--- config.mk ---
export PLATFORM = sky130hd
export DESIGN_NAME = alu_seq
export DESIGN_NICKNAME = d
export VERILOG_FILES = /design/src/rtl/alu_seq.sv
export SDC_FILE = /design/constraint.sdc
export NUM_CORES = 1
export LEC_CHECK = 0
export CORE_ASPECT_RATIO = 0.8
export CORE_UTILIZATION = 28
export DETAILED_ROUTE_END_ITERATION = 10
export SYNTH_ARGS = -nofsm -noshare
export SYNTH_HDL_FRONTEND = slang
export SYNTH_SLANG_ARGS = --single-unit
--- constraint.sdc ---
create_clock -name clk -period 4.84 [get_ports clk]
set_clock_uncertainty 0.15 [all_clocks]
set_input_delay 0.484 -clock clk [delete_from_list [all_inputs] [get_ports clk]]
set_output_delay 0.484 -clock clk [all_outputs]
set_load 0.02 [all_outputs]
--- src/rtl/alu_seq.sv ---
// alu_seq: valid/ready sequencer around the 16-bit alu; iterates single-bit shifts
// and returns a registered result with carry/zero flags.
module alu_seq (
    input  logic        clk,
    input  logic        rst_n,
    input  logic        req_valid,
    output logic        req_ready,
    input  logic [3:0]  req_op,
    input  logic [15:0] req_a,
    input  logic [15:0] req_b,
    input  logic [3:0]  req_cnt,
    output logic        rsp_valid,
    input  logic        rsp_ready,
    output logic [15:0] rsp_result,
    output logic        rsp_carry,
    output logic        rsp_zero,
    output logic [15:0] alu_a,
    output logic [15:0] alu_b,
    output logic [3:0]  alu_op,
    input  logic [15:0] alu_result,
    input  logic        alu_carry,
    input  logic        alu_zero
);
    typedef enum logic [1:0] {IDLE, EXEC, RESP} state_t;

    state_t      state_q, state_d;
    logic [15:0] work_a_q, work_a_d, b_q, b_d, res_q, res_d;
    logic [3:0]  op_q, op_d, cnt_q, cnt_d;
    logic        carry_q, carry_d, zero_q, zero_d;
    logic        is_shift;

    assign is_shift = (req_op == 4'b0101) || (req_op == 4'b0110);

    always_comb begin
        state_d  = state_q;
        work_a_d = work_a_q;
        b_d      = b_q;
        op_d     = op_q;
        cnt_d    = cnt_q;
        res_d    = res_q;
        carry_d  = carry_q;
        zero_d   = zero_q;
        case (state_q)
            IDLE: if (req_valid) begin
                // zero-count shifts bypass the ALU, leaving its operand registers untouched
                if (is_shift && req_cnt == 4'd0) begin
                    res_d   = req_a;
                    carry_d = 1'b0;
                    zero_d  = (req_a == 16'd0);
                    state_d = RESP;
                end else begin
                    work_a_d = req_a;
                    b_d      = req_b;
                    op_d     = req_op;
                    cnt_d    = is_shift ? req_cnt : 4'd1;
                    state_d  = EXEC;
                end
            end
            EXEC: begin
                work_a_d = alu_result;
                cnt_d    = cnt_q - 4'd1;
                if (cnt_q == 4'd1) begin
                    res_d   = alu_result;
                    carry_d = alu_carry;
                    zero_d  = alu_zero;
                    state_d = RESP;
                end
            end
            RESP: state_d = rsp_ready ? IDLE : RESP;
            default: state_d = IDLE;
        endcase
    end

    always_ff @(posedge clk or negedge rst_n) begin
        if (!rst_n) begin
            state_q  <= IDLE;
            work_a_q <= '0;
            b_q      <= '0;
            op_q     <= '0;
            cnt_q    <= '0;
            res_q    <= '0;
            carry_q  <= 1'b0;
            zero_q   <= 1'b0;
        end else begin
            state_q  <= state_d;
            work_a_q <= work_a_d;
            b_q      <= b_d;
            op_q     <= op_d;
            cnt_q    <= cnt_d;
            res_q    <= res_d;
            carry_q  <= carry_d;
            zero_q   <= zero_d;
        end
    end

    assign req_ready  = (state_q == IDLE);
    assign rsp_valid  = (state_q == RESP);
    assign rsp_result = res_q;
    assign rsp_carry  = carry_q;
    assign rsp_zero   = zero_q;
    assign alu_a      = work_a_q;
    assign alu_b      = b_q;
    assign alu_op     = op_q;
endmodule

* After elaboration in Yosys (flattened, before gate mapping) *
Cells that the tools add are included.

storage, ports and cells
  register bits after elaboration = 60
  bits in latches = 0
  memory bits (writable) = 0
  ROM bits = 0
  input port bits = 62
  memories = 0

cells by class
  add/sub/neg operators = 1
  multiply operators = 0
  div/mod/pow operators = 0
  magnitude comparators = 0
  eq/ne operators = 9
  shift-type cells = 0
  mux-type cells = 24
  bitwise logic cells = 1
  reductions and logical operators = 10

operator list
  cell                                              number
  two-way mux 16 bit                                5
  one-hot mux 16 bit (2 select lines)               2
  zero test 16 bit                                  1
  two-way mux 4 bit                                 3
  == test 4 x 3 -> 1 bit, second input constant     2
  two-way mux 2 bit                                 4
  one-hot mux 4 bit (2 select lines)                1
  two-way mux 1 bit                                 6
  != test 2 bit, second input constant              3
  one-hot mux 2 bit (3 select lines)                1
  AND reduction 3 bit                               2
  == test 4 x 1 -> 1 bit, second input constant     1
  zero test 4 bit                                   1
  one-hot mux 1 bit (2 select lines)                2
  AND reduction 4 bit                               1
  subtractor 4 x 1 -> 4 bit, second input constant  1
  == test 2 x 1 -> 1 bit, second input constant     1
  == test 2 bit, second input constant              1
  zero test 2 bit                                   1
  != test 2 x 1 -> 1 bit, second input constant     1
  AND reduction 2 bit                               1
  nonzero test 2 bit                                1
  logical AND 1 bit                                 1
  logical OR 1 bit                                  1
  inverter 1 bit                                    1

* Logic depth before layout (Yosys ltp) *
  word-level depth = 6
  gate-level depth with buffers = 7

* Worst setup path after synthesis *
Ideal clock, no wire load.

  kind = in2reg
  start point = input port req_op[3]
  end point = register res_q[10], in the netlist rsp_result[10]
  data arrival time = 1.982 ns
  required time = 4.565 ns
  setup slack = 2.583 ns
  stages on the path = 5
  path buffers = 1
  cell sequence = nand2b_1 -> or3_4 -> o31ai_4 -> buf_6 -> mux2_2

on the way
  word-level cells in the longest chain between the ends = 5

RTL lines
  what                                RTL line  text
  from (decl)                         8         input logic [3:0] req_op,
  == test 4 x 3 -> 1 bit              32        assign is_shift = (req_op == 4'b0101) || (req_op == 4'b0110);
  logical OR 1 bit *                  32
  logical AND 1 bit *                 46        if (is_shift && req_cnt == 4'd0) begin
  != test 2 x 1 -> 1 bit (no line) *  -
  AND reduction 4 bit (no line) *     -
  to (signal assigned)                90        res_q <= res_d;
  to (decl)                           27        logic [15:0] work_a_q, work_a_d, b_q, b_d, res_q, res_d;

Every way passes the cells marked *; elsewhere a longest branch is shown, timed or not.
A chain may end at the register's enable or synchronous reset.

* Worst setup path after layout *
  start point = input port req_op[3]
  end point = register zero_q, in the netlist rsp_zero

on the way
  word-level cells in the longest chain between the ends = 5

RTL lines
  what                                RTL line  text
  == test 4 x 3 -> 1 bit              32
  logical OR 1 bit *                  32
  logical AND 1 bit *                 46
  != test 2 x 1 -> 1 bit (no line) *  -
  AND reduction 4 bit (no line) *     -
  to (signal assigned)                92        zero_q <= zero_d;
  to (decl)                           29        logic carry_q, carry_d, zero_q, zero_d;

Marked as above.

==> impl_metrics.ini <==
[logic_synthesis]
synthAdderAreaFrac_pct = 0.933
synth_top_family_by_area = multiplexers
synthXorXnorAreaFrac_pct = 0.326
synth_edf_count = 0
synth_area_sq_mm = 0.00268
muxShareOfSynthArea_pct = 23.0
yosysTopAreaCell = dfrtp_1
syn_nets = 288
ys_seq_elements = 60
ys_types = 28
synthesis.area_per_instance_sq_um = 12.0
synth-simple-area-share_pct = 12.0
synth-seq-area-share_pct = 56.0
netlist_top_cells_area = dfrtp_1 56%, mux2_2 22%, nand2_1 7.3%
yosysTopAreaCellShare_pct = 56.0
yosysWarnings = 0
synthFlopType = dfrtp_1
synth_compound_area_share_pct = 5.18
syn-instance-count = 224
synthArstFlopShare_pct = 100

[layout]
layout-drive-gt1-share_pct = 22.5
nFillCells = 856
final_cells = 466
diodes = 0
nNetsFinal = 410
syn_to_final_growth_pct = 59.5

[sta]
max-slew-margin-rel_pct = 31.8
fin_crit_sh_pct = 57.1
report.final.slew_viol_count = 0
tightest_slew_ps = 1020
rsz0062_at_grt = false
fin_setup_tns_ps = 0
fin_crit_ps = 2760
finalSetupViolations = 0
hold_slack_ps = 169
fmax_mhz = 362
finalHoldViolCount = 0

[floorplanning]
rows = 31
die_y_um = 89.5
start_util_pct = 29.2
dieArea_sq_mm = 0.00998
dieWidth_um = 111
core_sq_mm = 0.00919
ioPinCount = 118

[run]
maxCapViolCount = 0

[clock_tree]
clk_root_buffer_cell = clkbuf_16
numCtsBuffers = 9
clk_pin_slew_ps = 50
cts_buffer_depth = 2
htreeDepth = 3
clock_latency_ps = 320
cts_sinks = 60
ctsHoldBuffers = 0
cts-resized-gates = 0
tritoncts = built
post-cts-setup-buffers = 0

[route]
drt_first_pass_iters = 7
drt_iter0_markers = 90
remaining_drc_errors = 8
drtAntennaViolNets = 0
routed_wl_mm = 6.78
wl_per_cell_um = 14.6
avgViaCountPerCell = 4.61
vias = 2146

[outcome]
status = complete, but fails checks
violations = design-rule violations

[placed_design]
numPortBuffers = 117
gp_congestion = 0.777
place_inst = 450
hpwl_mm = 4.88

[global_routing]
grt_pass1_vias = 2228
overflow = 0
grt_max_degree = 61
antenna_found_initial = 0
grt_usage_pct = 15.1
grt_first_pass_wirelength_mm = 11.5

[critical_path]
crit_arrival_ps = 2810
crit_family = compound AO/OA/AOI/OAI gates
critPathRequiredTime_ps = 4890
path_cells = clkdlybuf4s50_1 > nand2b_1 > or3_4 > o31ai_4 > mux2_2
cp_max_fo = 18
critPathBufInv = 1
slowest_delay_ps = 860
end_kind = flip-flop
worstSetupStartpointType = input pin
crit_type = input pin to flip-flop
slowest_stage = o31ai_4

[power]
p_per_area_mw_per_mm2 = 740
ir_drop_mv = 0.298
leakage_nw = 1.82

[min_path]
hold_path.class = input pin to async pin
[registers in the layout, summed over array words and instances, names as in the netlist]
name        flops
cnt_q           4
rsp_result     16
rsp_carry       1
alu_op          4
rsp_zero        1
alu_a          16
state_q         2
alu_b          16
[synthesized netlist by cell type (all sizes together) (2+ instances only)]
library cell / instances
dfrtp: 60
buf: 3
nand2b: 2
nor4: 5
or3: 2
nor3: 2
a21oi: 9
clkbuf: 5
o21ai: 5
ha: 2
inv: 5
nand2: 52
a31oi: 2
a22oi: 2
mux2i: 2
nor2: 6
mux2: 53
[worst register-to-register path, stage by stage, from the launching register on]
cell     delay [ps]
dfrtp_1         450
nor2b_2         830
nand2_1         270
o31ai_4         330
mux2_2          430
[area by class of cell]
type	count	area, sq um	area share, %
flip-flops and latches	60	1500	35.1
inverters	5	18.8	0.439
repair buffers	119	1180	27.6
well taps	115	144	3.36
clock inverters	5	75.1	1.75
multi-input cells	151	1110	26.1
clock buffers	11	243	5.67
[layer usage]
metal | part of all wire [%] | global-route usage [%] | up-vias
li1 | - | - | 1020
met1 | 45 | 19.7 | 1032
met2 | 44 | 22.5 | 85
met3 | 10 | 6.64 | 9
met4 | 1.1 | 4.91 | 0
met5 | 0 | 0 | -
[through the flow]
step           setup WS [ps]  total power [mW]  area, sq um  util (%)
2_1_floorplan           2580              1.82         2680         -
3_3_place_gp            1750              2.50         3960      43.1
5_1_grt                 1940              3.39         4280      46.5
3_5_place_dp            1690              2.52         3960      43.1
6_report                2080              3.16         4280      46.5
4_1_cts                 2030              3.22         4280      46.5
[path summary, 6_finish.rpt]
path / start / end / slack [ps] / depth (start not counted)
max: req_op[3] / rsp_zero / 2080 / 5
min: rst_n / rsp_result[3] / 170 / 2
max reg2reg: state_q[0] / rsp_zero / 2270 / 4
min reg2reg: alu_a[5] / alu_a[5] / 350 / 1
max in group asynchronous: rst_n / alu_a[6] / 3870 / 2
min in group clk: alu_a[5] / alu_a[5] / 350 / 1
[where the power goes]
part	switching, mW	internal, mW	leakage, nW
registers	0.145	0.761	0.723
logic	0.775	0.806	0.942
clock network	0.216	0.462	0.159
total	1.14	2.03	1.82
[kinds of logic (layout without fill, tap and decap cells)]
| kind of cell | count (synthesis) | after routing |
|---|---|---|
| xor+xnor | 1 | 1 |
| simple gates | 73 | 73 |
| fa+ha+maj | 2 | 2 |
| buf+inv | 13 | 140 |
| flops | 60 | 60 |
| mux | 55 | 55 |
| compound gates | 20 | 20 |
[placed cells by master, fill, tap and decap left out, types with 5 or more instances in the layout]
| cell type | instances |
|---|---|
| nor4_1 | 5 |
| clkdlybuf4s50_1 | 116 |
| nand2_1 | 52 |
| mux2_2 | 53 |
| a21oi_1 | 8 |
| dfrtp_1 | 60 |
| inv_1 | 5 |
| o21ai_0 | 5 |
| clkbuf_16 | 9 |
| nor2_1 | 5 |
(Power assumes the default switching activity.)
